--- src/rtl/pipelined_mult_fu_pkg.sv ---
`default_nettype none
// +----------------------------------------------------------------------------+
// | Module   : pipelined_mult_fu_pkg                                           |
// | Purpose  : Shared types for the M-extension multiply FU: issue/CDB         |
// |            payloads, multiply sign modes and the funct3 decode helper.     |
// | Revision : 1.0 - initial pipelined multiply FU                             |
// +----------------------------------------------------------------------------+
package pipelined_mult_fu_pkg;

    localparam int XLEN   = 32;
    localparam int PHYS_W = 6;
    localparam int ROB_W  = 4;

    // Operand signedness for the high-half variants; the decode is shared with
    // any future divider FU.
    typedef enum logic [1:0] {
        SS = 2'd0,
        SU = 2'd1,
        UU = 2'd2
    } mul_sign_t;

    typedef struct packed {
        logic              valid;
        logic [63:0]       order;
        logic [XLEN-1:0]   inst;
        logic [4:0]        rs1_addr;
        logic [4:0]        rs2_addr;
        logic [XLEN-1:0]   rs1_rdata;
        logic [XLEN-1:0]   rs2_rdata;
        logic [4:0]        rd_addr;
        logic [XLEN-1:0]   rd_wdata;
        logic [XLEN-1:0]   pc_rdata;
        logic [XLEN-1:0]   pc_wdata;
    } rvfi_data_t;

    typedef struct packed {
        logic [XLEN-1:0]   ps1_v;
        logic [XLEN-1:0]   ps2_v;
        logic [PHYS_W-1:0] pd_s;
        logic [ROB_W-1:0]  rob_num;
        logic [XLEN-1:0]   instr;
        rvfi_data_t        rvfi_data;
    } issue_fu_data_t;

    typedef struct packed {
        logic [PHYS_W-1:0] pd_s;
        logic [XLEN-1:0]   pd_v;
        logic [ROB_W-1:0]  rob_num;
        logic              br_en;
        logic              instr_is_br;
        logic              br_taken;
        logic [XLEN-1:0]   br_target;
        logic [XLEN-1:0]   instr_pc;
        rvfi_data_t        rvfi_data;
    } fu_cdb_data_t;

    typedef struct packed {
        mul_sign_t sign;
        logic      upper;
        logic      legal;
    } mul_dec_t;

    // Metadata travelling alongside the product through the pipeline.
    typedef struct packed {
        logic [PHYS_W-1:0] pd_s;
        logic [ROB_W-1:0]  rob_num;
        logic              upper;
        rvfi_data_t        rvfi_data;
    } mul_meta_t;

    // One completed result waiting for the CDB.
    typedef struct packed {
        logic [PHYS_W-1:0] pd_s;
        logic [ROB_W-1:0]  rob_num;
        logic [XLEN-1:0]   result;
        rvfi_data_t        rvfi_data;
    } mul_q_entry_t;

    // funct3 -> signedness and half select. mul takes the low half, which is
    // identical for any extension, so it reuses SS.
    function automatic mul_dec_t decode_mul(input logic [2:0] funct3);
        mul_dec_t d;
        d.sign  = SS;
        d.upper = 1'b0;
        d.legal = 1'b1;
        case (funct3)
            3'b000: begin d.sign = SS; d.upper = 1'b0; end
            3'b001: begin d.sign = SS; d.upper = 1'b1; end
            3'b010: begin d.sign = SU; d.upper = 1'b1; end
            3'b011: begin d.sign = UU; d.upper = 1'b1; end
            default: d.legal = 1'b0;
        endcase
        return d;
    endfunction

endpackage
`default_nettype wire

--- src/rtl/pipelined_mult_fu_multiplier.sv ---
`default_nettype none
// +----------------------------------------------------------------------------+
// | Module   : pipelined_multiplier                                            |
// | Purpose  : Fixed-latency (OPERAND_WIDTH+1)-bit signed multiplier. Two      |
// |            partial products are formed at the input and carried through   |
// |            STAGES-1 register ranks; the final add feeds the consumer's     |
// |            capture register, which is the STAGES-th clock edge.            |
// | Revision : 1.0 - initial pipelined multiply FU                             |
// +----------------------------------------------------------------------------+
module pipelined_multiplier
    import pipelined_mult_fu_pkg::*;
#(
    parameter int OPERAND_WIDTH = 32,
    parameter int STAGES        = 3
) (
    input  logic                         clk,
    input  logic                         rst,
    input  logic                         in_valid,
    input  mul_sign_t                    sign,
    input  logic [OPERAND_WIDTH-1:0]     a,
    input  logic [OPERAND_WIDTH-1:0]     b,
    output logic                         out_valid,
    output logic [2*OPERAND_WIDTH-1:0]   p
);

    localparam int c_EXT_W = OPERAND_WIDTH + 1;
    localparam int c_LO_W  = (OPERAND_WIDTH + 2) / 2;
    localparam int c_HI_W  = c_EXT_W - c_LO_W;
    localparam int c_PW    = 2 * OPERAND_WIDTH;

    logic signed [c_EXT_W-1:0] w_a_ext;
    logic signed [c_EXT_W-1:0] w_b_ext;
    logic signed [c_LO_W:0]    w_b_lo_s;
    logic signed [c_HI_W-1:0]  w_b_hi_s;
    logic signed [c_PW-1:0]    w_pp_lo;
    logic signed [c_PW-1:0]    w_pp_hi;

    // rs1 is signed for SS and SU, rs2 only for SS.
    assign w_a_ext  = {(sign != UU) & a[OPERAND_WIDTH-1], a};
    assign w_b_ext  = {(sign == SS) & b[OPERAND_WIDTH-1], b};

    // b_ext = b_hi (signed) * 2^LO_W + b_lo (unsigned); the product is kept
    // modulo 2^(2*OPERAND_WIDTH), which is all the consumer ever reads.
    assign w_b_lo_s = {1'b0, w_b_ext[c_LO_W-1:0]};
    assign w_b_hi_s = w_b_ext[c_EXT_W-1:c_LO_W];
    assign w_pp_lo  = c_PW'(w_a_ext) * c_PW'(w_b_lo_s);
    assign w_pp_hi  = c_PW'(w_a_ext) * c_PW'(w_b_hi_s);

    generate
        if (STAGES == 1) begin : g_comb
            assign out_valid = in_valid;
            assign p         = w_pp_lo + (w_pp_hi << c_LO_W);
        end else begin : g_pipe
            localparam int c_RANKS = STAGES - 1;
            logic [c_RANKS-1:0] r_vld;
            logic [c_PW-1:0]    r_pp_lo [c_RANKS];
            logic [c_PW-1:0]    r_pp_hi [c_RANKS];

            // Valid tags shift one rank per cycle and are cleared by reset.
            always_ff @(posedge clk) begin
                if (rst) begin
                    r_vld <= '0;
                end else begin
                    r_vld[0] <= in_valid;
                    for (int k = 1; k < c_RANKS; k++) begin
                        r_vld[k] <= r_vld[k-1];
                    end
                end
            end

            // Partial products advance unconditionally; validity lives in r_vld.
            always_ff @(posedge clk) begin
                r_pp_lo[0] <= w_pp_lo;
                r_pp_hi[0] <= w_pp_hi;
                for (int k = 1; k < c_RANKS; k++) begin
                    r_pp_lo[k] <= r_pp_lo[k-1];
                    r_pp_hi[k] <= r_pp_hi[k-1];
                end
            end

            assign out_valid = r_vld[c_RANKS-1];
            assign p         = r_pp_lo[c_RANKS-1] + (r_pp_hi[c_RANKS-1] << c_LO_W);
        end
    endgenerate

endmodule
`default_nettype wire

--- src/rtl/pipelined_mult_fu.sv ---
`default_nettype none
// +----------------------------------------------------------------------------+
// | Module   : pipelined_mult_fu                                               |
// | Purpose  : Fully pipelined M-extension multiply FU. One op per cycle,      |
// |            PIPE_STAGES latency, in-order results held in an OUT_DEPTH      |
// |            circular queue until the CDB acknowledges them. Credit-based    |
// |            busy guarantees the queue never overflows.                      |
// | Revision : 1.0 - initial pipelined multiply FU                             |
// +----------------------------------------------------------------------------+
module pipelined_mult_fu
    import pipelined_mult_fu_pkg::*;
#(
    parameter int PIPE_STAGES   = 3,
    parameter int OUT_DEPTH     = 4,
    parameter int OPERAND_WIDTH = 32
) (
    input  logic           clk,
    input  logic           rst,
    input  logic           branch_mispredict,
    input  issue_fu_data_t input_data,
    input  logic           fu_start,
    input  logic           cdb_ack,
    output fu_cdb_data_t   output_data,
    output logic           fu_busy,
    output logic           fu_done
);

    localparam int c_PTR_W = (OUT_DEPTH > 1) ? $clog2(OUT_DEPTH) : 1;
    localparam int c_CNT_W = $clog2(OUT_DEPTH + 1);
    localparam int c_OCC_W = $clog2(OUT_DEPTH + PIPE_STAGES + 1);

    logic                       w_flush;
    logic                       w_accept;
    logic                       w_push;
    logic                       w_pop;
    mul_dec_t                   w_dec;
    mul_meta_t                  w_in_meta;
    mul_meta_t                  w_tail_meta;
    logic [2*OPERAND_WIDTH-1:0] w_prod;
    logic [XLEN-1:0]            w_result;
    mul_q_entry_t               w_entry;
    logic [c_OCC_W-1:0]         w_pipe_cnt;
    logic [c_OCC_W-1:0]         w_occ;
    logic                       w_unused_instr;

    logic [c_PTR_W-1:0]         r_head;
    logic [c_PTR_W-1:0]         r_tail;
    logic [c_CNT_W-1:0]         r_count;
    mul_q_entry_t               r_q [OUT_DEPTH];

    function automatic logic [c_PTR_W-1:0] f_next(input logic [c_PTR_W-1:0] ptr);
        return (ptr == c_PTR_W'(OUT_DEPTH - 1)) ? '0 : ptr + c_PTR_W'(1);
    endfunction

    // A mispredict is handled exactly like a reset of every piece of state.
    assign w_flush        = rst | branch_mispredict;
    assign w_accept       = fu_start & ~fu_busy;
    assign w_dec          = decode_mul(input_data.instr[14:12]);
    assign w_unused_instr = ^{input_data.instr[31:15], input_data.instr[11:0]};

    // Capture the metadata that must travel with the product.
    always_comb begin
        w_in_meta           = '0;
        w_in_meta.pd_s      = input_data.pd_s;
        w_in_meta.rob_num   = input_data.rob_num;
        w_in_meta.upper     = w_dec.upper;
        w_in_meta.rvfi_data = input_data.rvfi_data;
    end

    pipelined_multiplier #(
        .OPERAND_WIDTH (OPERAND_WIDTH),
        .STAGES        (PIPE_STAGES)
    ) u_mult (
        .clk       (clk),
        .rst       (w_flush),
        .in_valid  (w_accept),
        .sign      (w_dec.sign),
        .a         (input_data.ps1_v),
        .b         (input_data.ps2_v),
        .out_valid (w_push),
        .p         (w_prod)
    );

    generate
        if (PIPE_STAGES == 1) begin : g_meta_comb
            assign w_tail_meta = w_in_meta;
            assign w_pipe_cnt  = '0;
        end else begin : g_meta_pipe
            localparam int c_RANKS = PIPE_STAGES - 1;
            logic [c_RANKS-1:0] r_vld;
            mul_meta_t          r_meta [c_RANKS];

            // Per-rank valid tags; these feed the credit count.
            always_ff @(posedge clk) begin
                if (w_flush) begin
                    r_vld <= '0;
                end else begin
                    r_vld[0] <= w_accept;
                    for (int k = 1; k < c_RANKS; k++) begin
                        r_vld[k] <= r_vld[k-1];
                    end
                end
            end

            // Metadata shifts in lockstep with the multiplier's partial products.
            always_ff @(posedge clk) begin
                r_meta[0] <= w_in_meta;
                for (int k = 1; k < c_RANKS; k++) begin
                    r_meta[k] <= r_meta[k-1];
                end
            end

            // Number of ops still inside the multiplier.
            always_comb begin
                w_pipe_cnt = '0;
                for (int k = 0; k < c_RANKS; k++) begin
                    w_pipe_cnt = w_pipe_cnt + c_OCC_W'(r_vld[k]);
                end
            end

            assign w_tail_meta = r_meta[c_RANKS-1];
        end
    endgenerate

    assign w_result = w_tail_meta.upper ? w_prod[2*OPERAND_WIDTH-1:OPERAND_WIDTH]
                                        : w_prod[OPERAND_WIDTH-1:0];

    // Completed entry as it will be presented to the CDB.
    always_comb begin
        w_entry                    = '0;
        w_entry.pd_s               = w_tail_meta.pd_s;
        w_entry.rob_num            = w_tail_meta.rob_num;
        w_entry.result             = w_result;
        w_entry.rvfi_data          = w_tail_meta.rvfi_data;
        w_entry.rvfi_data.rd_wdata = w_result;
    end

    assign fu_done = (r_count != '0);
    assign w_pop   = cdb_ack & fu_done;
    assign w_occ   = w_pipe_cnt + c_OCC_W'(r_count);
    // Every op in flight already owns a queue slot, so the queue cannot overflow.
    assign fu_busy = (w_occ >= c_OCC_W'(OUT_DEPTH));

    // Queue pointers and count; push and pop in one cycle leave count unchanged.
    always_ff @(posedge clk) begin
        if (w_flush) begin
            r_head  <= '0;
            r_tail  <= '0;
            r_count <= '0;
        end else begin
            if (w_push) begin
                r_tail <= f_next(r_tail);
            end
            if (w_pop) begin
                r_head <= f_next(r_head);
            end
            case ({w_push, w_pop})
                2'b10:   r_count <= r_count + c_CNT_W'(1);
                2'b01:   r_count <= r_count - c_CNT_W'(1);
                default: r_count <= r_count;
            endcase
        end
    end

    // Queue storage; a write during a flush is harmless because count is cleared.
    always_ff @(posedge clk) begin
        if (w_push) begin
            r_q[r_tail] <= w_entry;
        end
    end

    // Head-of-queue result with the branch fields tied off.
    always_comb begin
        output_data                    = '0;
        output_data.pd_s               = r_q[r_head].pd_s;
        output_data.pd_v               = r_q[r_head].result;
        output_data.rob_num            = r_q[r_head].rob_num;
        output_data.rvfi_data          = r_q[r_head].rvfi_data;
        output_data.rvfi_data.rd_wdata = r_q[r_head].result;
        output_data.br_en              = 1'b0;
        output_data.instr_is_br        = 1'b0;
        output_data.br_taken           = 1'b0;
        output_data.br_target          = '0;
        output_data.instr_pc           = '0;
    end

`ifndef SYNTHESIS
    a_no_start_when_busy : assert property (@(posedge clk) disable iff (w_flush)
        !(fu_start && fu_busy));
    a_legal_funct3 : assert property (@(posedge clk) disable iff (w_flush)
        w_accept |-> w_dec.legal);
    a_queue_space : assert property (@(posedge clk) disable iff (w_flush)
        w_push |-> ((r_count < c_CNT_W'(OUT_DEPTH)) || w_pop));
`endif

endmodule
`default_nettype wire

--- config.mk ---
export PLATFORM = sky130hd
export DESIGN_NAME = pipelined_mult_fu
export DESIGN_NICKNAME = d
export VERILOG_FILES = /design/src/rtl/pipelined_mult_fu_pkg.sv /design/src/rtl/pipelined_mult_fu_multiplier.sv /design/src/rtl/pipelined_mult_fu.sv
export SDC_FILE = /design/constraint.sdc
export NUM_CORES = 2
export LEC_CHECK = 0
export ABC_CLOCK_PERIOD_IN_PS = 7100
export BUFFER_PORTS_ARGS = -buffer_cell sky130_fd_sc_hd__buf_4
export CORE_UTILIZATION = 55
export CTS_CLUSTER_DIAMETER = 100
export DETAILED_ROUTE_END_ITERATION = 7
export GPL_TIMING_DRIVEN = 0
export HOLD_SLACK_MARGIN = 0.15
export PLACE_DENSITY_LB_ADDON = 0.08
export SETUP_SLACK_MARGIN = 0.02
export SYNTH_ARGS = -nofsm -noshare
export SYNTH_HDL_FRONTEND = slang
export SYNTH_HIERARCHICAL = 1
export SYNTH_SLANG_ARGS = --single-unit
export TNS_END_PERCENT = 100
--- constraint.sdc ---
create_clock -name clk -period 7.1 [get_ports clk]
set_input_delay 0.71 -clock clk [delete_from_list [all_inputs] [get_ports clk]]
set_output_delay 0.71 -clock clk [all_outputs]
set_load 0.01 [all_outputs]
==> results by group <==
Route
  – DR vias/cell: 5.241
  – ANT nets after route: 0
  – Top Layer Used: met5
  – Drt total wl: 238400 um
  – Violation count after the first detailed-route iteration: 3548
  – Pre-antenna DRT Iters: 7
  – Vias: 55185
  – Metal3 WL: 16520 um
  – Met1 WL: 97340 um
  – Drt wl/cell: 22.64 um
  – WL met2: 116100 um
  – DR DRC count: 0

Cells and area
  – Multi-input gate area in the final layout: 41430 um2
  – Fill count: 12652
  – Final #Nets: 9749
  – Fin util: 65.68%
  – Share of layout cells above drive strength 1: 19.04%
  – Reg area: 48110 um2
  – Syn-to-layout area delta: 18.11%

STA
  – Max frequency: 140.9 MHz
  – Worst-margin pin slew: 1125 ps
  – Post-layout minimum cycle time: 7096 ps
  – Period utilization: 99.95%
  – Min Hold Slack: 244.4 ps
  – RSZ-0062 raised after global routing: true
  – Hold Fails Final Rpt: 0
  – Fin. max-slew vios: 0
  – Max_slew headroom: 25.01%
  – Clk_skew: 51.41 ps
  – Setup TNS: 0 ps
  – Final number of setup-violating endpoints: 0
  – Setup ws final: 3.546 ps

GRT
  – GRT Overall Usage: 27.49%
  – First-pass GRT wire length: 355900 um
  – GRT Residual Overflow: 0
  – Vias in the first global route: 57965
  – Antenna violations before repair: 35
  – Largest net degree at the start of global routing: 55

Die
  – Die Wd: 419.6 um
  – DIE AREA: 176100 um2
  – # rows: 152
  – Core area: 172500 um2
  – Initial core utilization: 55.61%
  – # IOs: 766
  – Die H: 419.6 um

Clock tree
  – Clk buf depth: 3
  – H-Tree Depth: 4
  – Reg clk slew, reported paths: 60 ps
  – CTS root buffer: clkbuf_16
  – Sink Count: 1839
  – Clock latency on the worst-skew pair: 800 ps
  – Total CTS buffers: 175
  – CTS tree: done

Job
  – Max Cap Violations: 0

Yosys
  – Synth unique cells: 81
  – Top cells by area, synth: edfxtp_1 (35%), fa_1 (21%), dfxtp_1 (15%)
  – Synth async-reset ratio: 0%
  – Synth Instances: 6913
  – Cell area after synthesis: 95920 um2
  – Predominant post-synthesis flop cell: edfxtp_1
  – EDFF count, synth: 1128
  – Register area share after synthesis: 50.15%
  – Yosys top cell area share: 35.31%
  – Yosys Warn Count: 6
  – Syn avg cell area: 13.88 um2
  – Flops & latches, synth: 1839
  – Count leader, synth: inv_1
  – Area leader, netlist: edfxtp_1
  – Top cells by count, synth: inv_1 (1161), edfxtp_1 (1128), fa_1 (1024)

Worst hold path
  – Hold Path Origin: input_data[286]
  – Hold Crit Class: primary input to register

Worst setup path
  – Worst EP required: 7730 ps
  – Worst R2R Setup Slack: 3360 ps
  – Kind of critical path: primary input to register
  – Worst path arrival time: 7730 ps
  – R2R Path Start: u_mult/g_pipe.r_pp_lo[0][81]
  – Critical Path Fanout Max: 10
  – CP endpoint kind: register
  – Crit path from: input_data[358]
  – Startpoint types: primary input

Status
  – Outcome: complete, no violations

Placed design
  – Pre-CTS setup slack: -2027 ps
  – HPWL after DPL: 183900 um
  – RD Place Congestion: 0.9946
  – IO buf count: 634
## worst max-delay path, stage by stage
cell      delay [ps]
buf_4            150
buf_2            360
nand2_1          150
fa_1             590
inv_1             70
fa_1             530
inv_1             50
fa_1             490
inv_1             50
fa_1             550
fa_1             440
fa_1             460
ha_1             440
a21oi_1          340
o21ai_1          170
a221oi_2         340
o31ai_4          170
a311oi_4         430
o41ai_4          160
o31ai_4          380
a31o_2           250
o21ai_2           80
xor2_2           340
## cells in the final DEF, fill, tap and decap left out, types with 31 or more instances in the layout
cell / netlist / routed
nor2_1: 96 / 94
dlygate4sd3_1: 0 / 251
a21o_1: 75 / 75
xnor2_1: 103 / 100
clkinv_2: 0 / 36
conb_1: 1 / 67
ha_1: 286 / 284
clkbuf_16: 0 / 179
mux4_2: 282 / 282
o21ai_0: 53 / 53
xor2_1: 41 / 39
clkbuf_1: 214 / 171
buf_4: 116 / 755
edfxtp_1: 1128 / 1128
buf_12: 31 / 34
a21oi_1: 120 / 118
and2_1: 333 / 328
fa_1: 1024 / 1021
nand2_1: 791 / 790
and3_1: 31 / 31
buf_2: 31 / 35
dfxtp_1: 711 / 711
inv_1: 1161 / 1160
clkbuf_2: 0 / 55
## per-stage QoR
| stage | instances | cell area (um2) |
|---|---|---|
| 6_report | 10529 | 113300 |
| 4_1_cts | 10519 | 113100 |
| 2_1_floorplan | 6979 | 96170 |
| 3_5_place_dp | 9946 | 104500 |
| 3_3_place_gp | 9923 | 103800 |
| 5_1_grt | 10522 | 113300 |
## worst paths after layout
| path | endpoint | cells past startpoint |
|---|---|---|
| setup reg to reg | r_q[1][303] | 14 |
| setup / recovery | u_mult/g_pipe.r_pp_hi[0][45] | 23 |
| hold reg to reg | u_mult/g_pipe.r_pp_hi[0][68] | 0 |
| hold / removal | g_meta_pipe.r_meta[0][272] | 2 |
## what timing repair did
action | CTS | global route
buffers inserted | 1 | 4
setup endpoints to repair | 32 | 20
pin swaps | 1 | 20
hold buffers | 251 | 0
cloned | 0 | 0
endpoints found under the hold margin | 251 | 0
resized for setup | 56 | 109
## flip-flops by register name, summed over array words and instances (netlist names), named ones only
register and cells:
r_head 2, u_mult/g_pipe.r_vld 2, u_mult/g_pipe.r_pp_hi 94, r_tail 2, r_count 3, r_q 1128, g_meta_pipe.r_meta 502, g_meta_pipe.r_vld 2
u_mult/g_pipe.r_pp_lo 102
## routing by layer
| layer | track usage [%] | vias to the layer above |
|---|---|---|
| met5 | 0 | - |
| met4 | 9.446 | 10 |
| met3 | 4.799 | 354 |
| met2 | 45.33 | 1852 |
| met1 | 37.01 | 28313 |
| li1 | - | 24656 |
## layout make-up
cell class | count | share of cell area [%]
diodes | 14 | 0.03092
plain buffers | 380 | 2.245
clock buffers | 234 | 4.263
clock inverters | 92 | 1.023
inverters | 1161 | 3.847
multi-input cells | 3586 | 36.56
flip-flops and latches | 1839 | 42.46
well taps | 2310 | 2.551
repair buffers | 913 | 7.015
## logic make-up after synthesis
group	synth area share (%)
AOI/OAI and AO/OA	2.679
xor gates and xnor gates	1.315
adders and majority gates	25.10
buffers and inverters	7.109
DFF	50.15
muxes	7.018
other	0.003909
and+or+nand+nor	6.622
Power is not shown: default switching activity piles up to over one toggle a cycle in this logic, so the estimate is an artifact.
